===== src/rtl/passthrough_responder_pkg.sv =====
// Shared types and helpers for the passthrough CPU-interface responder.
// Holds the response-pipeline entry, latency bound and word-index helper.
package passthrough_responder_pkg;

  localparam int DEF_DATA_WIDTH = 32;
  localparam int MAX_LATENCY    = 8;

  typedef struct packed {
    logic                      valid;
    logic                      is_wr;
    logic                      err;
    logic [DEF_DATA_WIDTH-1:0] data;
  } resp_entry_t;

  // Word index: drop the byte-lane bits, keep iw index bits.
  function automatic int unsigned word_idx(
    input logic [63:0] addr,
    input int unsigned wl,
    input int unsigned iw
  );
    logic [63:0] sh;
    sh = (addr >> wl) & ((64'd1 << iw) - 64'd1);
    return 32'(sh);
  endfunction

endpackage


===== src/rtl/passthrough_responder_if.sv =====
// Passthrough CPU-interface bundle between an initiator and a responder.
// master = initiator side, slave = responder side.
interface passthrough_responder_if
  import passthrough_responder_pkg::*;
#(
  parameter int DATA_WIDTH = DEF_DATA_WIDTH,
  parameter int ADDR_WIDTH = 32
);

  logic                  s_cpuif_req;
  logic                  s_cpuif_req_is_wr;
  logic [ADDR_WIDTH-1:0] s_cpuif_addr;
  logic [DATA_WIDTH-1:0] s_cpuif_wr_data;
  logic                  s_cpuif_rd_ack;
  logic                  s_cpuif_rd_err;
  logic [DATA_WIDTH-1:0] s_cpuif_rd_data;
  logic                  s_cpuif_wr_ack;
  logic                  s_cpuif_wr_err;

  modport master (
    output s_cpuif_req, s_cpuif_req_is_wr,
    output s_cpuif_addr, s_cpuif_wr_data,
    input  s_cpuif_rd_ack, s_cpuif_rd_err,
    input  s_cpuif_rd_data,
    input  s_cpuif_wr_ack, s_cpuif_wr_err
  );

  modport slave (
    input  s_cpuif_req, s_cpuif_req_is_wr,
    input  s_cpuif_addr, s_cpuif_wr_data,
    output s_cpuif_rd_ack, s_cpuif_rd_err,
    output s_cpuif_rd_data,
    output s_cpuif_wr_ack, s_cpuif_wr_err
  );

endinterface


===== src/rtl/passthrough_resp_pipe.sv =====
// Fixed-latency response shift register; stage 0 loads on accept.
// Reset flushes every stage to invalid so no stale ack escapes.
module passthrough_resp_pipe
  import passthrough_responder_pkg::*;
#(
  parameter int  LATENCY = 1,
  parameter type entry_t = resp_entry_t
) (
  input  logic   clk,
  input  logic   rst,
  input  entry_t in_e,
  output entry_t out_e
);

  if (LATENCY < 1 || LATENCY > MAX_LATENCY) begin : g_bad_lat
    $error("LATENCY out of range");
  end

  entry_t stage_q [LATENCY];
  entry_t stage_d [LATENCY];

  // Shift every stage down by one, new entry enters stage 0.
  always_comb begin
    stage_d[0] = in_e;
    for (int i = 1; i < LATENCY; i++) begin
      stage_d[i] = stage_q[i-1];
    end
  end

  // Stage registers with flush-to-invalid on reset.
  always_ff @(posedge clk or posedge rst) begin
    if (rst) begin
      for (int i = 0; i < LATENCY; i++) begin
        stage_q[i] <= '0;
      end
    end else begin
      for (int i = 0; i < LATENCY; i++) begin
        stage_q[i] <= stage_d[i];
      end
    end
  end

  assign out_e = stage_q[LATENCY-1];

endmodule


===== src/rtl/passthrough_responder.sv =====
// Passthrough CPU-interface responder: word memory, fixed-latency acks.
// Option macro: PASSTHROUGH_RESPONDER_ADDR_ERR_EN (out-of-range errors).
module passthrough_responder
  import passthrough_responder_pkg::*;
#(
  parameter int DATA_WIDTH = DEF_DATA_WIDTH,
  parameter int ADDR_WIDTH = 32,
  parameter int DEPTH      = 16,
  parameter int LATENCY    = 1
) (
  input  logic                    clk,
  input  logic                    rst,
  passthrough_responder_if.slave  bus,
  output logic [15:0]             rd_count,
  output logic [15:0]             wr_count
);

  localparam int WL = $clog2(DATA_WIDTH / 8);
  localparam int IW = $clog2(DEPTH);
  localparam int HI = WL + IW;

  typedef struct packed {
    logic                  valid;
    logic                  is_wr;
    logic                  err;
    logic [DATA_WIDTH-1:0] data;
  } entry_t;

  logic [IW-1:0]         idx;
  logic                  oor;
  logic                  rd_go;
  logic                  wr_go;
  logic [DATA_WIDTH-1:0] mem_q [DEPTH];
  logic [DATA_WIDTH-1:0] mem_d [DEPTH];
  logic [15:0]           rd_count_q, rd_count_d;
  logic [15:0]           wr_count_q, wr_count_d;
  entry_t                req_e;
  entry_t                rsp_e;

  // Address decode: word index and optional range check.
  always_comb begin
    idx = IW'(word_idx(64'(bus.s_cpuif_addr), WL, IW));
    oor = 1'b0;
`ifdef PASSTHROUGH_RESPONDER_ADDR_ERR_EN
    if (HI < ADDR_WIDTH) begin
      oor = |(bus.s_cpuif_addr >> HI);
    end
`endif
    rd_go = bus.s_cpuif_req & ~bus.s_cpuif_req_is_wr;
    wr_go = bus.s_cpuif_req & bus.s_cpuif_req_is_wr;
  end

  // Memory write; out-of-range writes leave memory untouched.
  always_comb begin
    for (int i = 0; i < DEPTH; i++) begin
      mem_d[i] = mem_q[i];
    end
    if (wr_go && !oor) begin
      mem_d[idx] = bus.s_cpuif_wr_data;
    end
  end

  // Response entry: read data sampled from pre-write memory.
  always_comb begin
    req_e       = '0;
    req_e.valid = bus.s_cpuif_req;
    req_e.is_wr = bus.s_cpuif_req_is_wr;
    req_e.err   = bus.s_cpuif_req & oor;
    if (rd_go && !oor) begin
      req_e.data = mem_q[idx];
    end
  end

  // Saturating accept counters.
  always_comb begin
    rd_count_d = rd_count_q;
    wr_count_d = wr_count_q;
    if (rd_go && rd_count_q != 16'hFFFF) begin
      rd_count_d = rd_count_q + 16'd1;
    end
    if (wr_go && wr_count_q != 16'hFFFF) begin
      wr_count_d = wr_count_q + 16'd1;
    end
  end

  // Memory and counter state; reset clears everything.
  always_ff @(posedge clk or posedge rst) begin
    if (rst) begin
      for (int i = 0; i < DEPTH; i++) begin
        mem_q[i] <= '0;
      end
      rd_count_q <= '0;
      wr_count_q <= '0;
    end else begin
      for (int i = 0; i < DEPTH; i++) begin
        mem_q[i] <= mem_d[i];
      end
      rd_count_q <= rd_count_d;
      wr_count_q <= wr_count_d;
    end
  end

  passthrough_resp_pipe #(
    .LATENCY (LATENCY),
    .entry_t (entry_t)
  ) u_pipe (
    .clk   (clk),
    .rst   (rst),
    .in_e  (req_e),
    .out_e (rsp_e)
  );

  // Output decode; read data is zero whenever there is no read ack.
  always_comb begin
    bus.s_cpuif_rd_ack  = rsp_e.valid & ~rsp_e.is_wr;
    bus.s_cpuif_wr_ack  = rsp_e.valid & rsp_e.is_wr;
    bus.s_cpuif_rd_err  = bus.s_cpuif_rd_ack & rsp_e.err;
    bus.s_cpuif_wr_err  = bus.s_cpuif_wr_ack & rsp_e.err;
    bus.s_cpuif_rd_data = '0;
    if (bus.s_cpuif_rd_ack) begin
      bus.s_cpuif_rd_data = rsp_e.data;
    end
  end

  assign rd_count = rd_count_q;
  assign wr_count = wr_count_q;

  a_req_known: assert property (
    @(posedge clk) disable iff (rst) !$isunknown(bus.s_cpuif_req)
  );

endmodule

===== src/flat_wrapper.sv =====
// flat-port wrapper written by rule: the top's interface ports become plain ports
module passthrough_responder_flat import passthrough_responder_pkg::*;
#(
  parameter int DATA_WIDTH = DEF_DATA_WIDTH,
  parameter int ADDR_WIDTH = 32,
  parameter int DEPTH      = 16,
  parameter int LATENCY    = 1
)
  (clk, rst, rd_count, wr_count, bus_s_cpuif_req, bus_s_cpuif_req_is_wr, bus_s_cpuif_addr, bus_s_cpuif_wr_data, bus_s_cpuif_rd_ack, bus_s_cpuif_rd_err, bus_s_cpuif_rd_data, bus_s_cpuif_wr_ack, bus_s_cpuif_wr_err);
  passthrough_responder_if #(.DATA_WIDTH(DATA_WIDTH), .ADDR_WIDTH(ADDR_WIDTH)) bus_i ();
  input  logic clk;
  input  logic rst;
  output logic [15:0] rd_count;
  output logic [15:0] wr_count;
  input wire logic [$bits(bus_i.s_cpuif_req)-1:0] bus_s_cpuif_req;
  input wire logic [$bits(bus_i.s_cpuif_req_is_wr)-1:0] bus_s_cpuif_req_is_wr;
  input wire logic [$bits(bus_i.s_cpuif_addr)-1:0] bus_s_cpuif_addr;
  input wire logic [$bits(bus_i.s_cpuif_wr_data)-1:0] bus_s_cpuif_wr_data;
  output wire logic [$bits(bus_i.s_cpuif_rd_ack)-1:0] bus_s_cpuif_rd_ack;
  output wire logic [$bits(bus_i.s_cpuif_rd_err)-1:0] bus_s_cpuif_rd_err;
  output wire logic [$bits(bus_i.s_cpuif_rd_data)-1:0] bus_s_cpuif_rd_data;
  output wire logic [$bits(bus_i.s_cpuif_wr_ack)-1:0] bus_s_cpuif_wr_ack;
  output wire logic [$bits(bus_i.s_cpuif_wr_err)-1:0] bus_s_cpuif_wr_err;
  assign bus_i.s_cpuif_req = bus_s_cpuif_req;
  assign bus_i.s_cpuif_req_is_wr = bus_s_cpuif_req_is_wr;
  assign bus_i.s_cpuif_addr = bus_s_cpuif_addr;
  assign bus_i.s_cpuif_wr_data = bus_s_cpuif_wr_data;
  assign bus_s_cpuif_rd_ack = bus_i.s_cpuif_rd_ack;
  assign bus_s_cpuif_rd_err = bus_i.s_cpuif_rd_err;
  assign bus_s_cpuif_rd_data = bus_i.s_cpuif_rd_data;
  assign bus_s_cpuif_wr_ack = bus_i.s_cpuif_wr_ack;
  assign bus_s_cpuif_wr_err = bus_i.s_cpuif_wr_err;
  passthrough_responder #(.DATA_WIDTH(DATA_WIDTH), .ADDR_WIDTH(ADDR_WIDTH), .DEPTH(DEPTH), .LATENCY(LATENCY)) u_core (.clk(clk), .rst(rst), .bus(bus_i), .rd_count(rd_count), .wr_count(wr_count));
endmodule

===== config.mk =====
export PLATFORM = sky130hd
export DESIGN_NAME = passthrough_responder_flat
export DESIGN_NICKNAME = d
export VERILOG_FILES = /design/src/rtl/passthrough_responder_pkg.sv /design/src/rtl/passthrough_responder_if.sv /design/src/rtl/passthrough_resp_pipe.sv /design/src/rtl/passthrough_responder.sv /design/src/flat_wrapper.sv
export SDC_FILE = /design/constraint.sdc
export NUM_CORES = 1
export LEC_CHECK = 0
export ABC_AREA = 0
export ABC_CLOCK_PERIOD_IN_PS = 18500
export CORE_MARGIN = 4
export CORE_UTILIZATION = 28
export DETAILED_ROUTE_END_ITERATION = 12
export HOLD_SLACK_MARGIN = 0.15
export PLACE_DENSITY = 0.52
export SKIP_LAST_GASP = 1
export SYNTH_ARGS = -nofsm -noshare
export SYNTH_HDL_FRONTEND = slang
export SYNTH_HIERARCHICAL = 1
export SYNTH_SLANG_ARGS = --single-unit

===== constraint.sdc =====
create_clock -name clk -period 18.5 [get_ports clk]
set_input_delay 2.775 -clock clk [delete_from_list [all_inputs] [get_ports clk]]
set_output_delay 2.775 -clock clk [all_outputs]
set_load 0.01 [all_outputs]

### After elaboration in Yosys (flattened, before gate mapping)

Index checks and enable logic that the tools add are counted.

| operators by class | value |
|---|---|
| add/sub/neg operators | 2 |
| $mul | 0 |
| divide/modulo/power cells | 0 |
| magnitude comparators | 2 |
| equality and inequality tests | 2 |
| shift-type cells | 0 |
| multiplexer cells | 8 |
| bitwise gates (word level) | 7 |
| reductions and logical operators | 3 |

Operators with widths:

| operator | count |
|---|---|
| $bwmux 512 | 1 |
| $mux 32 | 5 |
| $bmux 32 s4 | 1 |
| $demux 32 s4 | 1 |
| $add 16x1->16 const B | 2 |
| $ne 16x16->1 const B | 2 |
| $ge 5x5->1 const B | 1 |
| $lt 5x1->1 const B | 1 |
| $not 4->5 | 1 |
| $and 1x1->1 | 4 |
| $logic_and 1x1->1 | 3 |
| $not 1->1 | 2 |

| storage, ports and cells | value |
|---|---|
| bits in registers | 578 |
| latch bits | 0 |
| bits in writable memories | 0 |
| bits in read-only memories | 0 |
| input port bits | 68 |
| output and inout bits | 68 |
| word-level logic and storage cells | 45 |
| memories kept | 0 |

### Logic depth before layout (Yosys ltp)

Gate-level depths: netlist of the first run.

| logic depth | value |
|---|---|
| word-level depth | 6 |
| gate-level depth with buffers | 7 |
| gate-level depth less buffers | 5 |

### Cells and area by module

The synthesis of the first run kept the hierarchy.

Modules (own cells, without submodules):

| module | instances | cells each | area each (um^2) | sequential area each (um^2) |
|---|---|---|---|---|
| passthrough_responder | 1 | 1,797 | 25,239.2 | 13,613.1 |
| passthrough_resp_pipe | 1 | 36 | 879.6 | 875.8 |

### Worst setup path after synthesis of the first run

No wires, ideal clock.

| path | value |
|---|---|
| kind | input to register |
| start | input port bus_s_cpuif_addr[3] |
| end | register u_core.u_pipe.stage_q, in the netlist u_core/u_pipe/out_e[23] |
| library setup time | 0.133 ns |
| arrival | 4.095 ns |
| data required time | 18.367 ns |
| path slack | 14.272 ns |
| cell stages on the path | 5 |
| path buffers | 2 |
| cells stage by stage | buf_2 buf_1 mux4_2 o211ai_1 o21ai_0 |

RTL lines:

| element | RTL line | text |
|---|---|---|
| start, declared | flat_wrapper.sv:17 | `input wire logic [$bits(bus_i.s_cpuif_addr)-1:0] bus_s_cpuif_addr;` |
| end signal, assigned by index | passthrough_resp_pipe.sv:38 | `stage_q[i] <= stage_d[i];` |
| end, declared | passthrough_resp_pipe.sv:19 | `entry_t stage_q [LATENCY];` |

==> flow_metrics.tcl, run 1 <==
set metrics [dict create \
    ys_seq_elements 579 \
    drive_gt1_frac 0.360 \
    arrival_ns 5.90 \
    htreeDepth 2 \
    die_x_microns 313 \
    placement_rows 111 \
    cts_buffers 60 \
    die-height_microns 313 \
    cts_hold_buf 0 \
    syn-cell-area_sq_mm 0.0261 \
    utilization 0.332 \
    grt_max_degree 148 \
    grt_pass1_wl_microns 108000 \
    critPathMaxFanout 49 \
    final_antenna_net_count 0 \
    worstSetupEndpointType "flip-flop" \
    cts_resized 0 \
    ioPinCount 136 \
    setup-violations-final 0 \
    cts_setup_buffers 0 \
    synth_cells 1833 \
    synth-main-ff-cell "dfrtp_1" \
    portBuffers 107 \
    rrSetupSlack_ns 16.50 \
    drtPass1Iterations 5 \
    cap_violations 0 \
    cts.path.max_buffers 3 \
    setup_tns_ns 0 \
    cp_slowest_stage_delay_ns 0.77 \
    drt_iter0_drc 707 \
    finalClockSkew_ns 0.0187 \
    synthTopCellsByArea "dfrtp_1 55%, mux2_2 20%, mux2i_1 7.4%, a22oi_1 2.8%, mux4_2 2.8%" \
    area_delta_synth_final_pct 17.2 \
    antenna_found_initial 4 \
    synth_edf_count 0 \
    cp-startpoint "bus_s_cpuif_addr[3]" \
    leakage_nw 13.8 \
    slew_headroom 0.234 \
    post-dp-hpwl_microns 39700 \
    crit_required_ns 18.86 \
    hold_viol_final 0 \
    crit_top_cell "buf_4" \
    status "finished, final reports clean" \
    dieArea_sq_mm 0.0982 \
    timing.hold.ws_ns 0.484 \
    rsz0062_at_grt "no" \
    maxUsedRoutingLayer "met5" \
    wl_microns 69600 \
    finalMaxSlewViolations 0 \
    clk_pin_slew_ns 0.06 \
    clk_latency_ns 0.63 \
    cts_root_buffer "clkbuf_16" \
    dr_total_vias 15400 \
    cts_num_sinks 579 \
    start_util 0.284 \
    drc 0 \
    fin_ws_ns 12.96 \
    holdPathEnd "u_core/mem_q[124]" \
    period_share 0.299 \
    peakVddDrop_mv 0.0661 \
    place_ws_ns 12.20 \
    cp_cell_sequence "buf_2 > buf_4 > and2_2 > buf_4 > a22oi_1 > o211ai_1 > o21ai_0" \
    nNetsFinal 1955 \
    critPathKind "input pin to flip-flop" \
    core-area_sq_mm 0.0921 \
    fmax_mhz 181 \
    r2r_end "u_core/wr_count[1]" \
    drt-met1-wl_microns 31100 \
    syn_nets 1903 \
    gp_congestion 0.721 \
    start_kind "input pin" \
    r2r_cells 4 \
    drt-wirelength-per-cell_microns 21.9 \
    synth_commonest_cells "579 x dfrtp_1, 473 x mux2_2, 192 x mux2i_1" \
    syn_avg_cell_area_sq_um 14.2 \
    fin_crit_ns 5.54 \
    grt_usage 0.142 \
    yosys.area.top_type "dfrtp_1" \
    cellPowerDensity_mw_per_mm2 113 \
    ys_seq_area_frac 0.555 \
    worstMarginPinSlew_ns 1.15 \
    hold_class "flip-flop to flip-flop" \
    yosys_warnings 6 \
    min_from "u_core/mem_q[124]" \
    crit_family "buffers and inverters" \
    met2_length_microns 34800 \
    ys_types 43 \
    cts_tree "yes" \
    crit_buf_inv 3 \
    synth_most_common_cell "dfrtp_1" \
    grt_pass1_vias 16900 \
    wl_met3_microns 2080 \
    grt_overflow_total 0 \
    cp_slowest_cell "buf_4" \
    worstReg2RegStart "u_core/wr_count[5]" \
    hold_path_depth 1 \
    viasPerCell 4.85 \
    synth_top_area_share 0.555 \
    synthArstFlopShare 1.00 \
]
cell type report:
type	count	area, sq um
fillers	8939	61500
flip-flops and latches	579	14500
multi-input cells	1103	11100
clock buffers	87	1780
well taps	1243	1560
repair buffers	138	1310
clock inverters	21	373
inverters	3	18.8
diodes	5	12.5
metrics by stage:
step	instances	instance area [sq um]	power [mW]
2_1_floorplan	1833	26100	2.01
3_3_place_gp	3066	28400	2.15
3_5_place_dp	3066	28400	2.18
4_1_cts	3174	30600	3.51
5_1_grt	3175	30600	3.64
6_report	3179	30600	3.46
registers in the layout, indices dropped and copies added (netlist names):
signal,flops
u_core/mem_q,512
u_core/rd_count,16
u_core/wr_count,16
u_core/u_pipe/out_e,35
report_power, final:
group	switching [mW]	internal [mW]	total, mW
combinational	0.217	0.301	0.518
clock	0.505	0.804	1.31
sequential	0.130	1.50	1.63
total	0.853	2.61	3.46
routing by layer:
metal | vias up | GRT usage
li1 | 6797 | -
met2 | 217 | 0.243
met5 | - | 0
met3 | 96 | 0.0200
met4 | 4 | 0.0396
met1 | 8303 | 0.187
how the worst max path moves through the flow:
stage / endpoint / slack [ns] / cells after the start
floorplan: u_core/mem_q[0] / 0.52 / 1
global placement: u_core/u_pipe/out_e[4] / 12.28 / 7
detailed placement: u_core/mem_q[375] / 12.20 / 4
CTS: bus_s_cpuif_rd_data[12] / 12.78 / 3
global route: u_core/mem_q[91] / 12.49 / 4
finish: u_core/u_pipe/out_e[0] / 12.96 / 7
kinds of logic after synthesis:
logic type	synth area share
AOI/OAI and AO/OA	0.0465
buffers and inverters	0.0264
adders and majority gates	0.000958
other	0.000144
and+or+nand+nor	0.0351
DFF	0.555
xor gates and xnor gates	0.00905
muxes	0.327
placed cells by master, fill, tap and decap left out, types with 11 or more instances in the layout:
cell type and n:
clkdlybuf4s50_1 104, o21ai_0 32, mux2_1 11, clkbuf_8 16, dfrtp_1 579, mux4_2 32, mux2_4 30, nand2_1 40
buf_4 30, xor2_1 23, nand3_1 12, clkbuf_16 61, and2_1 34, mux2i_1 192, o211ai_1 32, mux2_2 473
a22oi_1 96
Note: power is estimated with default switching activity, not from simulation.
==> run 2: changes to the inputs <==
- ABC_CLOCK_PERIOD_IN_PS: 18500 -> 5030
- clock period: 18.5 -> 5.03 ns (I/O delays scaled with it)
==> flow_metrics.tcl, run 2 (synthesis gave the netlist of run 1 again) <==
set metrics [dict create \
    grt_usage 0.141 \
    cp_cell_sequence "nor2b_4 > and2_1 > clkdlybuf4s50_1" \
    clk_latency_ns 0.63 \
    status "finished, final reports clean" \
    placed_area_sq_mm 0.0286 \
    placement_rows 111 \
    cts.path.max_buffers 3 \
    fin_crit_ns 3.58 \
    die-height_microns 313 \
    top_register "u_core/mem_q" \
    cts_tree "yes" \
    finalMaxSlewViolations 0 \
    r2r_cells 4 \
    drt-wirelength-per-cell_microns 21.9 \
    hold_viol_final 0 \
    viasPerCell 4.85 \
    clk_pin_slew_ns 0.06 \
    worstReg2RegStart "u_core/wr_count[5]" \
    dieArea_sq_mm 0.0982 \
    cts_buffers 60 \
    min_from "u_core/mem_q[228]" \
    final_cell_mix "579 x dfrtp_1, 473 x mux2_2, 192 x mux2i_1, 104 x clkdlybuf4s50_1, 96 x a22oi_1" \
    drc 0 \
    drt_iter0_drc 913 \
    area_delta_synth_final_pct 17.6 \
    largest_register_ffs 512 \
    nNetsFinal 1964 \
    crit_buf_inv 1 \
    arrival_ns 2.83 \
    crit_required_ns 4.28 \
    drive_gt1_frac 0.364 \
    dr_total_vias 15500 \
    wl_microns 69800 \
    final_antenna_net_count 0 \
    htreeDepth 2 \
    cap_violations 0 \
    r2r_end "u_core/wr_count[1]" \
    setup-violations-final 0 \
    cp_slowest_stage_delay_ns 0.83 \
    finalClockSkew_ns 0.0305 \
    cp_slowest_cell "nor2b_4" \
    period_share 0.712 \
    grt_max_degree 184 \
    grt_overflow_total 0 \
    cts_resized 0 \
    worstMarginPinSlew_ns 1.09 \
    hold_class "flip-flop to flip-flop" \
    crit_family "simple AND/OR/NAND/NOR gates" \
    worstSetupEndpointType "primary output" \
    endpoint "bus_s_cpuif_rd_data[9]" \
    cts_hold_buf 0 \
    cts_root_buffer "clkbuf_16" \
    cellPowerDensity_mw_per_mm2 408 \
    cp_num_cells 3 \
    drtPass1Iterations 5 \
    grt_pass1_wl_microns 107000 \
    critPathKind "flip-flop to primary output" \
    cts_setup_buffers 0 \
    die_x_microns 313 \
    ioPinCount 136 \
    portBuffers 107 \
    gp_congestion 0.733 \
    slew_headroom 0.272 \
    start_kind "flip-flop" \
    cp-startpoint "u_core/u_pipe/out_e[33]" \
    final_area_sq_mm 0.0307 \
    post-dp-hpwl_microns 40600 \
    rsz0062_at_grt "no" \
    timing.hold.ws_ns 0.493 \
    critPathMaxFanout 34 \
    start_util 0.284 \
    rrSetupSlack_ns 3.06 \
    leakage_nw 13.8 \
    grt_pass1_vias 16800 \
    final_common_cell "dfrtp_1" \
    core-area_sq_mm 0.0921 \
    n_fill_cell 8869 \
    antenna_found_initial 9 \
    peakVddDrop_mv 0.251 \
    fmax_mhz 279 \
    cts_num_sinks 579 \
]
run 2: cell count changes in the layout (fill, tap and decap cells not counted), sizes merged:
cell      delta
clkinv       +6
bufinv       -4
buf          +9
inv          -1
clkbuf       -1
clkinvlp     +4
run 2: worst register-to-register path, delay by kind of cell (launching register included):
kind             cells  cell delay, ns
flip-flops           1            0.46
multiplexers         1            0.30
AND/OR/NAND/NOR      3            1.10
run 2: worst min path at each step:
stage / endpoint / slack, ns / depth (start not counted)
after floorplan: u_core/mem_q[124] / 0.45 / 1
after global placement: u_core/mem_q[124] / 0.46 / 1
after detailed placement: u_core/mem_q[251] / 0.48 / 1
after CTS: u_core/mem_q[251] / 0.50 / 1
after global routing: u_core/mem_q[251] / 0.51 / 1
final: u_core/mem_q[228] / 0.49 / 1
run 2: cell type report:
type / count / area [sq um] / share of cell area
Sequential cell: 579 / 14500 / 0.472
Clock buffer: 86 / 1770 / 0.0576
Multi-Input combinational cell: 1103 / 11100 / 0.360
Tap cell: 1243 / 1560 / 0.0506
Inverter: 3 / 15.0 / 0.000489
Antenna cell: 5 / 12.5 / 0.000407
Clock inverter: 26 / 319 / 0.0104
Timing Repair Buffer: 147 / 1490 / 0.0485
run 2: metal layers:
metal / share of wire / track usage
met2: 0.50 / 0.244
met4: 0.025 / 0.0419
met5: 0.00010 / 0
met1: 0.43 / 0.180
met3: 0.038 / 0.0252
run 2: per-stage QoR:
| stage | power [mW] | utilization | instances | TNS (ns) | worst slack, ns |
|---|---|---|---|---|---|
| 3_3_place_gp | 7.91 | 0.311 | 3075 | 0 | 1.29 |
| 2_1_floorplan | 7.41 | - | 1833 | -1699.69 | -3.12 |
| 6_report | 12.5 | 0.334 | 3192 | 0 | 1.45 |
| 3_5_place_dp | 8.03 | 0.311 | 3075 | 0 | 1.28 |
| 4_1_cts | 12.7 | 0.334 | 3187 | 0 | 1.35 |
| 5_1_grt | 13.2 | 0.334 | 3190 | 0 | 1.27 |
run 2: where the power goes:
part | switching, mW | internal [mW]
combinational | 0.798 | 1.11
clock | 1.87 | 2.75
sequential | 0.480 | 5.53
==> run 3: changes to the inputs <==
- ABC_CLOCK_PERIOD_IN_PS: 5030 -> 3000
- clock period: 5.03 -> 3 ns (I/O delays scaled with it)
==> flow_metrics.tcl, run 3 (synthesis gave the netlist of run 1 again) <==
set metrics [dict create \
    drive_gt1_frac 0.372 \
    die-height_microns 313 \
    wl_microns 70700 \
    largest_register_ffs 512 \
    cts_tree "yes" \
    drtPass1Iterations 4 \
    crit_required_ns 2.55 \
    placement_rows 111 \
    use_met1 0.192 \
    cp_cell_sequence "nor2b_4 > buf_12 > and2_1 > clkdlybuf4s50_1" \
    finalClockSkew_ns 0.0437 \
    worstSetupEndpointType "primary output" \
    top_register "u_core/mem_q" \
    timing.hold.ws_ns 0.345 \
    finalMaxSlewViolations 0 \
    cp_slowest_cell "clkdlybuf4s50_1" \
    gp_congestion 0.742 \
    drt-wirelength-per-cell_microns 21.9 \
    leakage_nw 14.0 \
    dieArea_sq_mm 0.0982 \
    worstMarginPinSlew_ns 0.739 \
    cts.path.max_buffers 3 \
    start_kind "flip-flop" \
    grt_pass1_wl_microns 109000 \
    grt_use_met3 0.0204 \
    fin_ws_ns 0.283 \
    n_fill_cell 8932 \
    dr_total_vias 15600 \
    portBuffers 107 \
    area_delta_synth_final_pct 19.6 \
    met2_usage 0.245 \
    placed_area_sq_mm 0.0293 \
    slew_headroom 0.507 \
    drt_iter0_drc 817 \
    grt_overflow_total 0 \
    setup_tns_ns 0 \
    cts_root_buffer "clkbuf_16" \
    fin_crit_ns 2.72 \
    hold_viol_final 0 \
    ioPinCount 136 \
    critPathKind "flip-flop to primary output" \
    dp_cells 3120 \
    drc 0 \
    antenna_found_initial 2 \
    htreeDepth 2 \
    setup-violations-final 0 \
    viasPerCell 4.85 \
    post-dp-hpwl_microns 42500 \
    status "finished, final reports clean" \
    start_util 0.284 \
    rsz0062_at_grt "no" \
    crit_family "buffers and inverters" \
    utilization 0.339 \
    final_cell_mix "579 x dfrtp_1, 473 x mux2_2, 192 x mux2i_1, 104 x clkdlybuf4s50_1, 96 x a22oi_1" \
    crit_buf_inv 2 \
    peakVddDrop_mv 0.406 \
    cts_num_sinks 579 \
    clk_latency_ns 0.64 \
    final_area_sq_mm 0.0312 \
    core-area_sq_mm 0.0921 \
    critPathMaxFanout 34 \
    cellPowerDensity_mw_per_mm2 656 \
    final_antenna_net_count 0 \
    die_x_microns 313 \
    cts_hold_buf 0 \
    cp_slowest_stage_delay_ns 0.58 \
    cap_violations 0 \
    grt_pass1_vias 16900 \
    cts_resized 0 \
    nNetsFinal 2008 \
    fmax_mhz 368 \
    cts_setup_buffers 0 \
    period_share 0.906 \
    power_mw 20.5 \
    grt_usage 0.143 \
    grt_max_degree 123 \
    clk_pin_slew_ns 0.06 \
    cts_buffers 59 \
    hold_class "input pin to async pin" \
    fin_cells 3228 \
    arrival_ns 2.27 \
    final_common_cell "dfrtp_1" \
    busiest_layer "met2" \
    place_ws_ns 0.246 \
]
-- run 3: changes by cell type in the layout (fill, tap and decap cells not counted), moves of 3 or more --
cell	delta
clkinv_2	-7
clkinvlp_4	-3
clkbuf_1	+9
bufinv_16	-6
buf_4	+14
diode_2	-3
buf_12	+31
-- run 3: worst register-to-register path, stage by stage, from the launching register on --
cell and delay, ns:
dfrtp_1 0.47, nand4_1 0.30, nor4_4 0.65, nor2_1 0.15, mux2_2 0.30
-- run 3: report_power, final --
part           switching [mW]  internal, mW  total (mW)
clock                    3.07          4.07        7.14
sequential              0.803          9.27        10.1
combinational            1.37          1.92        3.29
-- run 3: area by class of cell --
type	count	area [sq um]	area share
diodes	2	5.00	0.000160
clock buffers	95	1790	0.0574
clock inverters	11	90.1	0.00288
inverters	3	15.0	0.000481
multi-input cells	1103	11100	0.354
flip-flops and latches	579	14500	0.464
well taps	1243	1560	0.0498
repair buffers	192	2220	0.0710
-- run 3: path summary, 6_finish.rpt --
| path | from | end | slack [ns] | cells after the start |
|---|---|---|---|---|
| setup reg to reg | u_core/wr_count[5] | u_core/wr_count[1] | 1.01 | 4 |
| hold reg to reg | u_core/mem_q[235] | u_core/mem_q[235] | 0.49 | 1 |
| setup / recovery | u_core/u_pipe/out_e[33] | bus_s_cpuif_rd_data[9] | 0.28 | 4 |
| max in group asynchronous | rst | u_core/mem_q[206] | 1.71 | 4 |
| hold / removal | rst | u_core/u_pipe/out_e[22] | 0.34 | 2 |
| min in group clk | bus_s_cpuif_addr[3] | u_core/u_pipe/out_e[27] | 0.45 | 3 |
-- run 3: routing by layer --
layer | vias to the layer above | share of wire
met1 | 8421 | 0.46
met4 | 0 | 0.020
li1 | 6933 | -
met2 | 207 | 0.49
met5 | - | 0
met3 | 85 | 0.030
==> variant (settings of run 1) <==
Register the output `wr_count` once more, cleared by the reset; this adds one clock of latency there. The other outputs are not delayed to match.
--- a/src/rtl/passthrough_responder.sv
+++ b/src/rtl/passthrough_responder.sv
@@ -125,3 +125,9 @@
   assign rd_count = rd_count_q;
-  assign wr_count = wr_count_q;
+  always_ff @(posedge clk or posedge rst) begin
+    if (rst) begin
+      wr_count <= '0;
+    end else begin
+      wr_count <= wr_count_q;
+    end
+  end
 
Formal check against the unedited RTL: not equivalent (a bounded check fails within 4 cycles, from zero or initial values and one cycle with rst high).
==> variant against run 1 <==
- design area up 2.5%
- global-route usage up 0.48 points
- critical endpoint is now u_core/mem_q[462]
- synthesized area up 1.6%
- clock power up 11%
- sequential cell count up 16
- fmax down 10%
- highest routed layer unchanged
- total power up 5.3%
- routed wire length up 4.5%
- setup slack worse by 0.63 ns
- clock skew up 0.0020 ns
==> variant: results (changes against run 1) <==
| Metric | Value |
|---|---|
| Final-stage net count | 1986 (+1.6%) |
| Worst vdd ir | 62.9 uV (-4.9%) |
| Slew margin rel. | 0.307 (+0.0726) |
| Cell area after placement | 28900 um2 (+1.6%) |
| Critical path arrival | 6.75 ns (+0.85 ns) |
| Synth area leaders | dfrtp_1, mux2_2, mux2i_1 |
| Syn_area_per_cell | 14.4 um2 (+0.75%) |
| Gr usage total | 0.147 (+0.00479) |
| Largest net degree at the start of global routing | 123 (-17%) |
| Vias in the first global route | 17030 (+0.74%) |
| CP Max Fanout | 122 (+150%) |
| Wire length of the first global-routing pass | 110000 um (+1.9%) |
| Fillers | 9137 (+2.2%) |
| Layout cells sized above 1 | 0.364 (+0.00400) |
| Pleak | 14.1 nW (+2.7%) |
| GP Congestion | 0.707 (-1.9%) |
| Commonest cells post-synth | dfrtp_1, mux2_2, mux2i_1 |
| Status | complete, no violations |
| Initial DRC Count | 827 (+17%) |
| Final WS setup | 12.34 ns (-0.626 ns) |
| CTS Buf Count | 72 (+20%) |
| Placed cell count | 3096 (+0.98%) |
| Worst skew pair latency | 0.60 ns (-0.03 ns) |
| Sequential share of the synthesized area | 0.561 (+0.00617) |
| Avg WL per Cell | 22.5 um (+2.8%) |
| Setup slack, reg-to-reg | 16.54 ns (+0.04 ns) |
| H-tree Lvls | 3 (+1) |
variant: cell types whose count changed after synthesis:
cell / before / now
buf_2: 74 / 68
dfrtp_1: 579 / 595
buf_1: 12 / 9
buf_4: 2 / 11
variant: cell families after synthesis:
group           count (synthesis)  share of synthesized area
buf+inv                       151                     0.0270
compound gates                173                     0.0458
flops                         595                      0.561
mux                           738                      0.322
other cells                     1                   0.000141
simple gates                  162                     0.0345
xor+xnor                       27                    0.00891
fa+ha+maj                       2                   0.000943
variant: final cells by class:
class,count,area [um2],area share
Antenna cell,4,10.0,0.000319
Clock buffer,106,2180,0.0697
Tap cell,1254,1570,0.0500
Multi-Input combinational cell,1103,11100,0.353
Sequential cell,595,14900,0.475
Clock inverter,25,288,0.00918
Timing Repair Buffer,141,1330,0.0425
Inverter,3,18.8,0.000598
variant: path summary, 6_finish.rpt:
path	from	end	cells past startpoint
min in group asynchronous	rst	u_core/wr_count[3]	2
max in group clk	bus_s_cpuif_addr[2]	u_core/u_pipe/out_e[15]	6
worst max register to register	u_core/wr_count_q[5]	u_core/wr_count_q[1]	4
worst max-delay path	rst	u_core/mem_q[462]	5
worst min register to register	u_core/wr_count_q[14]	u_core/wr_count[14]	0
worst min-delay path	u_core/wr_count_q[14]	u_core/wr_count[14]	0
variant: where the power goes:
group,switching [W],internal (W),total (W)
Clock,0.000559,0.000890,0.00145
Sequential,0.000132,0.00155,0.00168
Combinational,0.000216,0.000301,0.000517
Total,0.000908,0.00274,0.00364
variant: metal layers:
| metal | GRT usage | wire length (um) |
|---|---|---|
| met5 | 0 | 41 |
| met4 | 0.0376 | 1750 |
| met3 | 0.0275 | 2920 |
| met2 | 0.242 | 34600 |
| met1 | 0.199 | 33500 |
